<file path="config.mk">
export PLATFORM = sky130hd
export DESIGN_NAME = sdram_port_sched
export DESIGN_NICKNAME = d
export VERILOG_FILES = /design/src/rtl/sdram_pkg.sv /design/src/rtl/sched_age_cnt.sv /design/src/rtl/sdram_port_sched.sv
export SDC_FILE = /design/constraint.sdc
export NUM_CORES = 1
export LEC_CHECK = 0
export CAP_MARGIN = 20
export CORE_ASPECT_RATIO = 0.6
export CORE_UTILIZATION = 35
export DETAILED_ROUTE_END_ITERATION = 10
export GPL_TIMING_DRIVEN = 1
export PLACE_DENSITY_LB_ADDON = 0.2
export SYNTH_ARGS = -nofsm -noshare
export SYNTH_HDL_FRONTEND = slang
export SYNTH_SLANG_ARGS = --single-unit
</file>
<file path="constraint.sdc">
create_clock -name sdram_clk -period 6.4 [get_ports sdram_clk]
set_input_delay 1.28 -clock sdram_clk [delete_from_list [all_inputs] [get_ports sdram_clk]]
set_output_delay 1.28 -clock sdram_clk [all_outputs]
set_load 0.05 [all_outputs]
</file>
<file path="src/rtl/sdram_pkg.sv">
// -----------------------------------------------------------------------------
// sdram_pkg
// Shared definitions for the SDRAM port scheduler:
//   - sched_state_e : scheduler FSM state encoding (IDLE / GRANT / RELEASE)
//   - MAX_PORTS     : widest request vector the helper functions accept
//   - lowest_set    : isolates the lowest-index set bit of a vector
//   - onehot_to_idx : converts a one-hot vector into its bit index
// -----------------------------------------------------------------------------
package sdram_pkg;

    localparam int MAX_PORTS = 32;

    typedef enum logic [1:0] {
        ST_IDLE    = 2'd0,
        ST_GRANT   = 2'd1,
        ST_RELEASE = 2'd2
    } sched_state_e;

    // Two's-complement trick: v & -v keeps only the lowest set bit.
    function automatic logic [MAX_PORTS-1:0] lowest_set(input logic [MAX_PORTS-1:0] v);
        return v & (~v + MAX_PORTS'(1));
    endfunction

    // Returns 0 for an all-zero vector; callers only use the result when a bit is set.
    function automatic int onehot_to_idx(input logic [MAX_PORTS-1:0] oh);
        int idx;
        idx = 0;
        for (int i = 0; i < MAX_PORTS; i++) begin
            if (oh[i]) idx = i;
        end
        return idx;
    endfunction

endpackage

</file>
<file path="src/rtl/sched_age_cnt.sv">
// -----------------------------------------------------------------------------
// sched_age_cnt
// Saturating wait-age counter for one requesting port. Counts cycles in which
// the port requests but is not granted; flags when the count hits AGE_LIMIT.
// Ports:
//   sdram_clk, sdram_rst_n : clock, asynchronous active-low reset
//   req                    : port access request
//   granted                : port currently owns the controller
//   expired                : age has reached AGE_LIMIT
// -----------------------------------------------------------------------------
module sched_age_cnt #(
    parameter int AGE_LIMIT = 64
) (
    input  logic sdram_clk,
    input  logic sdram_rst_n,
    input  logic req,
    input  logic granted,
    output logic expired
);

    localparam int AW = $clog2(AGE_LIMIT + 1);
    localparam logic [AW-1:0] LIMIT = AW'(AGE_LIMIT);

    logic [AW-1:0] age;

    // NOTE: async reset in the sensitivity list and non-blocking (<=) updates for
    // every flop, so all registers sample the same pre-edge values.
    always_ff @(posedge sdram_clk or negedge sdram_rst_n) begin
        if (!sdram_rst_n) begin
            age <= '0;
        end else if (!req || granted) begin
            age <= '0;
        end else if (age != LIMIT) begin
            age <= age + AW'(1);
        end
    end

    assign expired = (age == LIMIT);

endmodule

</file>
<file path="src/rtl/sdram_port_sched.sv">
// -----------------------------------------------------------------------------
// sdram_port_sched
// Shares one SDRAM controller interface between PORTS port engines.
// Fixed priority (port 0 highest) with an age-based anti-starvation override
// and a MAX_BURST ack limit per grant when another port is waiting.
// Ports:
//   sdram_clk, sdram_rst_n          : clock, asynchronous active-low reset
//   p_acc_i/p_adr_i/p_dat_i/
//   p_sel_i/p_we_i                  : per-port request bundles (port i at slice i)
//   p_ack_o                         : controller ack routed to the granted port
//   sdram_idle_i, ack_i             : controller idle status and data ack
//   acc_o/adr_o/dat_o/sel_o/we_o    : request bundle of the granted port
//   grant_o                         : registered one-hot grant (0 = none)
//   stray_ack_o                     : pulse after an ack arrived outside GRANT
// -----------------------------------------------------------------------------
module sdram_port_sched
    import sdram_pkg::*;
#(
    parameter int PORTS     = 3,
    parameter int MAX_BURST = 8,
    parameter int AGE_LIMIT = 64
) (
    input  logic                  sdram_clk,
    input  logic                  sdram_rst_n,
    input  logic [PORTS-1:0]      p_acc_i,
    input  logic [PORTS*32-1:0]   p_adr_i,
    input  logic [PORTS*16-1:0]   p_dat_i,
    input  logic [PORTS*2-1:0]    p_sel_i,
    input  logic [PORTS-1:0]      p_we_i,
    output logic [PORTS-1:0]      p_ack_o,
    input  logic                  sdram_idle_i,
    input  logic                  ack_i,
    output logic                  acc_o,
    output logic [31:0]           adr_o,
    output logic [15:0]           dat_o,
    output logic [1:0]            sel_o,
    output logic                  we_o,
    output logic [PORTS-1:0]      grant_o,
    output logic                  stray_ack_o
);

    localparam int BW = $clog2(MAX_BURST + 1);
    localparam logic [BW-1:0] BURST_MAX = BW'(MAX_BURST);

    sched_state_e     state;
    logic [BW-1:0]    burst_cnt;
    logic [BW-1:0]    burst_next;
    logic [PORTS-1:0] expired;
    logic             own_req;
    logic             other_req;
    int               win_idx;

    for (genvar g = 0; g < PORTS; g++) begin : g_age
        sched_age_cnt #(.AGE_LIMIT(AGE_LIMIT)) u_age (
            .sdram_clk   (sdram_clk),
            .sdram_rst_n (sdram_rst_n),
            .req         (p_acc_i[g]),
            .granted     (grant_o[g]),
            .expired     (expired[g])
        );
    end

    assign own_req    = |(p_acc_i & grant_o);
    assign other_req  = |(p_acc_i & ~grant_o);
    assign burst_next = burst_cnt + BW'(ack_i);

    // Starved ports override fixed priority; among them the lowest index wins.
    always_comb begin
        if (|expired) win_idx = onehot_to_idx(lowest_set(MAX_PORTS'(expired)));
        else          win_idx = onehot_to_idx(lowest_set(MAX_PORTS'(p_acc_i)));
    end

    always_ff @(posedge sdram_clk or negedge sdram_rst_n) begin
        if (!sdram_rst_n) begin
            state       <= ST_IDLE;
            grant_o     <= '0;
            burst_cnt   <= '0;
            stray_ack_o <= 1'b0;
        end else begin
            stray_ack_o <= ack_i && (state != ST_GRANT);
            case (state)
                ST_IDLE: begin
                    if ((|p_acc_i) && sdram_idle_i) begin
                        grant_o   <= PORTS'(1) << win_idx;
                        burst_cnt <= '0;
                        state     <= ST_GRANT;
                    end
                end
                ST_GRANT: begin
                    if (!own_req) begin
                        grant_o   <= '0;
                        burst_cnt <= burst_next;
                        state     <= ST_RELEASE;
                    end else if (burst_next == BURST_MAX) begin
                        // Counter wraps either way; the grant is only forced off
                        // when someone else is waiting.
                        burst_cnt <= '0;
                        if (other_req) begin
                            grant_o <= '0;
                            state   <= ST_RELEASE;
                        end
                    end else begin
                        burst_cnt <= burst_next;
                    end
                end
                ST_RELEASE: begin
                    if (sdram_idle_i) state <= ST_IDLE;
                end
                default: begin
                    grant_o <= '0;
                    state   <= ST_IDLE;
                end
            endcase
        end
    end

    // NOTE: every output gets a default before the loop so no path leaves it
    // unassigned, which would otherwise infer a latch.
    always_comb begin
        adr_o = '0;
        dat_o = '0;
        sel_o = '0;
        we_o  = 1'b0;
        for (int i = 0; i < PORTS; i++) begin
            if (grant_o[i]) begin
                adr_o = p_adr_i[32*i +: 32];
                dat_o = p_dat_i[16*i +: 16];
                sel_o = p_sel_i[2*i +: 2];
                we_o  = p_we_i[i];
            end
        end
    end

    assign acc_o   = own_req && (state == ST_GRANT);
    assign p_ack_o = grant_o & {PORTS{ack_i && (state == ST_GRANT)}};

endmodule

</file>
# Word level (Yosys, flattened, before mapping)
# Cells that the tools add are included.
[op_classes]
reduce_logical = 22
n_addsub = 6
bitwise = 9
eq_ne = 14
muxes = 96
shifts = 1
[op_table]
columns = ["op", "count"]
rows = [
  ["$mux 32", 64],
  ["$add 32x1->32 const B", 2],
  ["$and 3x32->32", 2],
  ["$not 3->32", 2],
  ["$mux 16", 3],
  ["$mux 7", 6],
  ["$shl 1x32->3 const A", 1],
  ["$add 7x1->7 const B", 3],
  ["$eq 7x7->1 const B", 3],
  ["$ne 7x7->1 const B", 3],
  ["$mux 2", 8],
  ["$mux 3", 4],
  ["$mux 4", 3],
  ["$reduce_or 3->1", 4],
  ["$and 3x3->3", 3],
  ["$pmux 3 s3", 1],
  ["$pmux 4 s2", 1],
  ["$reduce_and 4->1", 2],
  ["$reduce_bool 2->1", 4],
  ["$ne 3x3->1 const B", 2],
  ["$pmux 2 s3", 1],
  ["$mux 1", 5],
  ["$add 4x1->4", 1],
  ["$eq 4x4->1 const B", 1],
  ["11 further kinds", 19],
]
[word_totals]
wordCells = 155
inputBits = 160
out_inout_bits = 59
reg_bits = 31

# Logic depth before layout (Yosys ltp)
# Gate-level depths: netlist of the first run.
[logic_depth]
word_depth = 39
ltp_mapped = 7
mapped_depth_nobuf = 7

# Hierarchy
# From an unflattened synthesis of the first run, not the netlist that was laid out.
[hier_totals]
cells_unflattened = 371
area_unflattened_um2 = 2725.1
[by_module_without_submodules]
columns = ["mod", "area_per_inst_um2", "n_inst", "seq_area_each_um2", "cells_each"]
rows = [
  ["sdram_port_sched", 1554.0, 1, 250.2, 245],
  ["sched_age_cnt", 390.4, 3, 175.2, 42],
]

# Least setup slack after synthesis of the first run
# No wires, ideal clock.
[synth_path]
path_kind = "input to output"
startpoint = "input port p_adr_i[32]"
endpoint = "output port adr_o[0]"
arrival_time_ps = 2455
t_required_ps = 5120
cell_stages = 2
n_path_buf = 0
slack_ps = 2665
path_cell_list = "a22oi_1 > o21ai_0"
[synth_via]
elab_chain_cells = 2
[synth_lines]
columns = ["element", "line_no", "rtl"]
rows = [
  ["from (decl)", "sdram_port_sched.sv:26", "input logic [PORTS*32-1:0] p_adr_i,"],
  ["$mux 32 (2 in series)", "sdram_port_sched.sv:125", "if (grant_o[i]) begin"],
  ["to (decl)", "sdram_port_sched.sv:34", "output logic [31:0] adr_o,"],
]
# Every way passes these cells.

# Worst setup path in the final report of the first run
[layout_path]
startpoint = "input port p_acc_i[1]"
endpoint = "output port acc_o"
[layout_via]
elab_chain_cells = 3
[layout_lines]
columns = ["element", "line_no", "rtl"]
rows = [
  ["from (decl)", "sdram_port_sched.sv:25", "input logic [PORTS-1:0] p_acc_i,"],
  ["$and 3x3->3", "sdram_port_sched.sv:63", "assign own_req = |(p_acc_i & grant_o);"],
  ["$reduce_or 3->1", "sdram_port_sched.sv:63", ""],
  ["$logic_and 1x1->1", "sdram_port_sched.sv:134", "assign acc_o = own_req && (state == ST_GRANT);"],
  ["to (decl)", "sdram_port_sched.sv:33", "output logic acc_o,"],
]
# Every way passes these cells.

==> results.ini, run 1 <==
[outcome]
status=finished clean

[clock_network]
cts_tree=built
clk_latency_ns=0.27
root_buffer=clkbuf_16
numClockSinks=31
postCtsSetupBuffers=0
ctsResizeCount=0
cts_max_level=2
path_clk_slew_ns=0.05
cts_buffers=5
hold_buffers=0
ctsLongestPathBuffers=2

[power]
p_int_w=0.000942
p_switching_w=0.00116
p_comb_frac=0.746
pwr-share-seq=0.149
swShare=0.552
leakagePower_nw=1.91
pwr_density_cell_mw_per_mm2=424
clockPowerShare=0.105
peakVddDrop_uv=216
finalPower_w=0.00210

[sta]
fmax_mhz=223
maxSlewHeadroom=0.301
fin_crit_sh=0.700
report.final.setup_viol=0
rsz0062_at_grt=false
worst_pin_slew_ns=1.05
finalHoldViolCount=0
tns_ns=0
finalCriticalPeriod_ns=4.48
clock_skew_ns=0.00393
slew_violations=0

[yosys]
ys_seq_elements=31
yosysWarnings=0
synthSimpleGateAreaFrac=0.222
yosysSeqAreaShare=0.300
synth_fa_ha_area_frac=0.0387
synth-compound-area-share=0.310
syn_inst=347
yosys.area_share.xor_xnor=0.0575
synth_top_family_by_area=compound AO/OA/AOI/OAI gates
netlist_area_mm2=0.00259
syn-num-nets=515
synth_mux_area_frac=0.0135
syn_avg_cell_area_um2=7.46
synth.distinct_cells=34

[drt]
vias=3277
drcViolationCount=0
antenna_left=0
wl_mm=10.3
viasPerCell=5.17
dr.pass1.iters=4
dr.first_iter.drc_count=220
wl_per_cell_um=16.3

[floorplanning]
placementRows=23
dieArea_mm2=0.00776
dieWidth_um=113
core_mm2=0.00691
initial_core_util=0.375
die_h_um=68.6
ioPinCount=219

[final_layout]
drive_gt1_frac=0.0329
syn_to_final_growth_pct=91.5
fin_util=0.718
nets=714
antenna_cells=0

[critical_path]
path_common_cell=clkdlybuf4s50_1
reg2reg_depth=5
regToRegEndpoint=grant_o[0]
cpMaxStageDelayCell=clkdlybuf4s50_1
crit_type=primary input to primary output
worstPathCellList=clkdlybuf4s50_1, a222oi_1, nor2_1, clkdlybuf4s50_1
end_kind=primary output
r2r_setup_slack_ns=3.93
path_max_fanout=5
required_ns=5.12
cp_slowest_stage_delay_ns=0.74
arrival_ns=3.20
critPathLaunchType=primary input
r2r_start=grant_o[1]

[global_routing]
antenna_found_initial=0
grt_max_degree=75
overflow=0
track_usage=0.251
grt_pass1_vias=3034
grt_pass1_wl_mm=15.2

[placed_design]
hpwlAfterDp_mm=8.13
routabilityCongestion=0.819
io_buffers=218

[worst_hold_path]
whs_endpoint=burst_cnt[0]
hold_start=burst_cnt[0]
worstHoldPathType=flip-flop to flip-flop
min_path_cells=1

[job]
maxCapViolations=0

-- sequential cells by signal, summed over array words and instances, names as in the netlist --
name / flops
g_age.u_age.age: 21
state: 2
grant_o: 3
burst_cnt: 4
stray_ack_o: 1
-- worst max path at each step --
stage	slack, ns	to	from
CTS	1.73	adr_o[26]	grant_o[1]
finish	1.92	acc_o	p_acc_i[1]
floorplan	2.66	adr_o[0]	p_adr_i[32]
global placement	1.93	acc_o	p_acc_i[1]
global route	1.80	acc_o	p_acc_i[1]
detailed placement	1.94	acc_o	p_acc_i[1]
-- cells in the final DEF, fill, tap and decap left out, types with 3 or more instances in the layout --
master / n
nor2_1: 33
a22o_1: 3
a21oi_1: 6
ha_1: 8
nand3b_1: 3
nand3_1: 12
xor2_1: 12
clkbuf_16: 5
nand2b_1: 8
nand2_1: 53
xnor2_1: 5
inv_1: 7
clkdlybuf4s50_1: 218
and3_1: 9
a22oi_1: 51
o21ai_0: 56
dfrtp_1: 29
-- worst max-delay path, delay by kind of cell --
kind,cells,cell delay [ns]
compound gates,1,0.51
buf+inv,2,1.21
simple gates,1,0.19
-- synth_stat cells (all sizes together) --
master,n,share of area
a21o,1,0.0029
a21oi,6,0.012
a222oi,1,0.0039
a22o,3,0.010
a22oi,51,0.15
a311o,1,0.0039
a32o,1,0.0039
and2,2,0.0048
and3,9,0.022
buf,5,0.012
clkbuf,25,0.036
dfrtp,31,0.30
ha,8,0.039
inv,7,0.010
mux2,1,0.0058
mux2i,2,0.0077
nand2,53,0.077
nand2b,8,0.019
nand3,12,0.023
nand3b,3,0.0087
nand4,2,0.0048
nor2,33,0.048
nor2b,2,0.0048
nor4,1,0.0024
o21ai,57,0.11
o31ai,3,0.014
or3,1,0.0043
or3b,1,0.0034
xnor2,5,0.017
xor2,12,0.041
-- layer usage --
layer / up-vias / GRT usage / share of wire
li1: 1640 / - / -
met1: 1498 / 0.297 / 0.40
met2: 121 / 0.449 / 0.50
met3: 18 / 0.0813 / 0.078
met4: 0 / 0.0707 / 0.020
met5: - / 0 / 0
-- power groups by stage --
| stage | clock network (W) | logic, W | registers (W) |
|---|---|---|---|
| detailed placement | 0 | 0.00153 | 0.000334 |
| floorplan | 0 | 0.00106 | 0.000267 |
| finish | 0.000221 | 0.00157 | 0.000313 |
| global placement | 0 | 0.00151 | 0.000335 |
| global route | 0.000236 | 0.00166 | 0.000322 |
| CTS | 0.000225 | 0.00154 | 0.000332 |
-- logic make-up after synthesis --
family                     Yosys count
buffers and inverters               37
DFF                                 31
muxes                                3
and+or+nand+nor                    127
AOI/OAI and AO/OA                  124
adders and majority gates            8
xor gates and xnor gates            17
-- stage by stage --
step	setup WS, ns	hold slack [ns]	instances	area, µm²
2_1_floorplan	2.66	0.469	347	2590
3_3_place_gp	1.93	0.486	624	4780
3_5_place_dp	1.94	0.488	624	4780
4_1_cts	1.73	0.506	632	4920
5_1_grt	1.80	0.525	634	4960
6_report	1.92	0.504	634	4960
-- area by class of cell --
type                    count  area, µm²
clock buffers               7        133
clock inverters             1       5.00
fillers                   580       1950
inverters                   7       26.3
multi-input cells         279       1670
flip-flops and latches     31        778
well taps                  87        109
repair buffers            222       2240
(Power assumes the default switching activity.)
==> inputs of run 2 (changes only) <==
- CORE_UTILIZATION: 35 -> 33
- clock period: 6.4 -> 4.3 ns (I/O delays scaled with it)
==> run 2 against run 1 <==
Against the previous run: count of clock-buffer cells in the layout fell by 1; critical path depth did not move; via count rose by 1.6%; flip-flop and latch count did not move; total power rose by 53%; combinational power rose by 54%; non-clock buffer count rose by 2; sequential share of layout area fell by 0.19 points; wire length fell by 0.91%; design area rose by 1.2%; clock skew rose by 0.0029 ns; die area rose by 5.9%; largest cell class unchanged.
==> results.ini, run 2 (synthesized netlist as in run 1, its figures left out) <==
[power]
pwr-share-seq=0.125  ; was 0.149
leakagePower_nw=1.93  ; was 1.91 nW
peakVddDrop_uv=388  ; was 216 µV
p_int_w=0.00148  ; was 0.000942 W
pwr_density_cell_mw_per_mm2=643  ; was 424 mW/mm²
swShare=0.543  ; was 0.552
p_switching_w=0.00175  ; was 0.00116 W
finalPower_w=0.00323  ; was 0.00210 W
p_comb_frac=0.746  ; about the same
clockPowerShare=0.129  ; was 0.105

[drt]
antenna_left=0  ; unchanged
dr.first_iter.drc_count=210  ; was 220
wl_mm=10.2  ; was 10.3 mm
vias=3329  ; was 3277
viasPerCell=5.10  ; was 5.17
wl_per_cell_um=15.6  ; was 16.3 µm
dr.pass1.iters=4  ; unchanged
drcViolationCount=0  ; unchanged

[global_routing]
use_met1=0.298  ; was 0.297
met2_usage=0.427  ; was 0.449
top_usage_layer=met2  ; unchanged
grt_pass1_wl_mm=16.0  ; was 15.2 mm
grt_pass1_vias=3367  ; was 3034
grt_use_met3=0.0746  ; was 0.0813
overflow=0  ; unchanged
grt_max_degree=105  ; was 75
track_usage=0.252  ; was 0.251
antenna_found_initial=0  ; unchanged

[critical_path]
critPathLaunchType=primary input  ; unchanged
reg2reg_depth=6  ; was 5
cp_slowest_stage_delay_ns=0.74  ; about the same
crit_type=primary input to primary output  ; unchanged
path_max_fanout=5  ; unchanged
cpMaxStageDelayCell=clkdlybuf4s50_1  ; unchanged
required_ns=3.44  ; was 5.12 ns
path_common_cell=clkdlybuf4s50_1  ; unchanged
arrival_ns=2.80  ; was 3.20 ns
end_kind=primary output  ; unchanged
worstPathCellList=clkdlybuf4s50_1, a222oi_1, nor2_1, clkdlybuf4s50_1  ; unchanged

[final_layout]
fin_util=0.676  ; was 0.718
top_register=g_age.u_age.age  ; unchanged
fillers=632  ; was 580
final_common_cell=clkdlybuf4s50_1  ; unchanged
nets=716  ; was 714
largest_reg_flops=21  ; unchanged
antenna_cells=0  ; unchanged
drive_gt1_frac=0.0401  ; was 0.0329
top_regs=g_age.u_age.age: 21 flops, burst_cnt: 4 flops, grant_o: 3 flops  ; unchanged
layout_common_cells=clkdlybuf4s50_1, o21ai_0, nand2_1  ; unchanged
syn_to_final_growth_pct=93.8  ; was 91.5%

[job]
maxCapViolations=0  ; unchanged

[sta]
finalHoldViolCount=0  ; unchanged
finalCriticalPeriod_ns=3.66
rsz0062_at_grt=false  ; unchanged
tns_ns=0  ; unchanged
worst_pin_slew_ns=0.768  ; was 1.05 ns
report.final.setup_viol=0  ; unchanged
fmax_mhz=273
maxSlewHeadroom=0.486  ; was 0.301
clock_skew_ns=0.00682  ; was 0.00393 ns
slew_violations=0  ; unchanged
fin_crit_sh=0.851

[clock_network]
cts_buffers=5  ; unchanged
path_clk_slew_ns=0.05  ; about the same
postCtsSetupBuffers=0  ; unchanged
root_buffer=clkbuf_16  ; unchanged
clk_latency_ns=0.28  ; was 0.27 ns
cts_max_level=2  ; unchanged
hold_buffers=0  ; unchanged
cts_tree=built  ; unchanged
numClockSinks=31  ; unchanged
ctsLongestPathBuffers=2  ; unchanged
ctsResizeCount=0  ; unchanged

[placed_design]
io_buffers=218  ; unchanged
routabilityCongestion=0.837  ; was 0.819
hpwlAfterDp_mm=8.01  ; was 8.13 mm

[floorplanning]
ioPinCount=219  ; unchanged
die_h_um=70.6  ; was 68.6 µm
placementRows=24  ; was 23
dieArea_mm2=0.00821  ; was 0.00776 mm²
initial_core_util=0.349  ; was 0.375
dieWidth_um=116  ; was 113 µm
core_mm2=0.00742  ; was 0.00691 mm²

[worst_hold_path]
min_path_cells=1  ; unchanged
worstHoldPathType=flip-flop to flip-flop  ; unchanged

[outcome]
status=finished clean  ; unchanged

==> run 2: cell types whose count changed in the layout (fill, tap and decap cells not counted) <==
| cell | change |
|---|---|
| buf_12 | -1 |
| buf_4 | +3 |
| clkbuf_1 | -2 |
| clkbuf_8 | +1 |
| bufinv_16 | +1 |
==> run 2: area by class of cell <==
| type | count | area, µm² | share of cell area |
|---|---|---|---|
| inverters | 7 | 26.3 | 0.00524 |
| multi-input cells | 279 | 1670 | 0.333 |
| flip-flops and latches | 31 | 778 | 0.155 |
| well taps | 104 | 130 | 0.0259 |
| clock buffers | 6 | 139 | 0.0277 |
| clock inverters | 2 | 35.0 | 0.00698 |
| repair buffers | 224 | 2240 | 0.446 |
==> run 2: critical path: cells and delay by family <==
kind / cells / cell delay [ns]
AND/OR/NAND/NOR: 1 / 0.19
AO/OA/AOI/OAI: 1 / 0.53
buffers and inverters: 2 / 1.22
==> run 2: path summary, 6_finish.rpt <==
path	slack, ns	end	startpoint
worst min-delay path	0.51	burst_cnt[0]	burst_cnt[0]
max in group asynchronous	2.55	grant_o[2]	sdram_rst_n
min in group asynchronous	1.04	state[0]	sdram_rst_n
worst min register to register	0.51	burst_cnt[0]	burst_cnt[0]
worst max-delay path	0.64	acc_o	p_acc_i[1]
worst max register to register	2.07	grant_o[0]	grant_o[1]
==> run 2: stage by stage <==
stage	worst slack (ns)	hold WS (ns)	cells	instance area, µm²
after floorplan	1.16	0.469	347	2590
after global placement	0.679	0.486	645	4840
after detailed placement	0.662	0.490	645	4840
after CTS	0.652	0.511	653	5020
after global routing	0.526	0.535	653	5020
final	0.641	0.510	653	5020
==> run 2: power by group through the flow <==
stage	logic [W]	clock network, W	registers, W
6_report	0.00241	0.000418	0.000404
5_1_grt	0.00255	0.000439	0.000411
4_1_cts	0.00242	0.000423	0.000403
3_5_place_dp	0.00241	0	0.000407
3_3_place_gp	0.00239	0	0.000404
2_1_floorplan	0.00158	0	0.000398
==> run 2: routing by layer <==
| metal | wire length (µm) | vias to the layer above | share of wire |
|---|---|---|---|
| li1 | - | 1644 | - |
| met1 | 4180 | 1519 | 0.41 |
| met2 | 4900 | 139 | 0.48 |
| met3 | 801 | 27 | 0.078 |
| met4 | 332 | 0 | 0.033 |
| met5 | 0 | - | 0 |
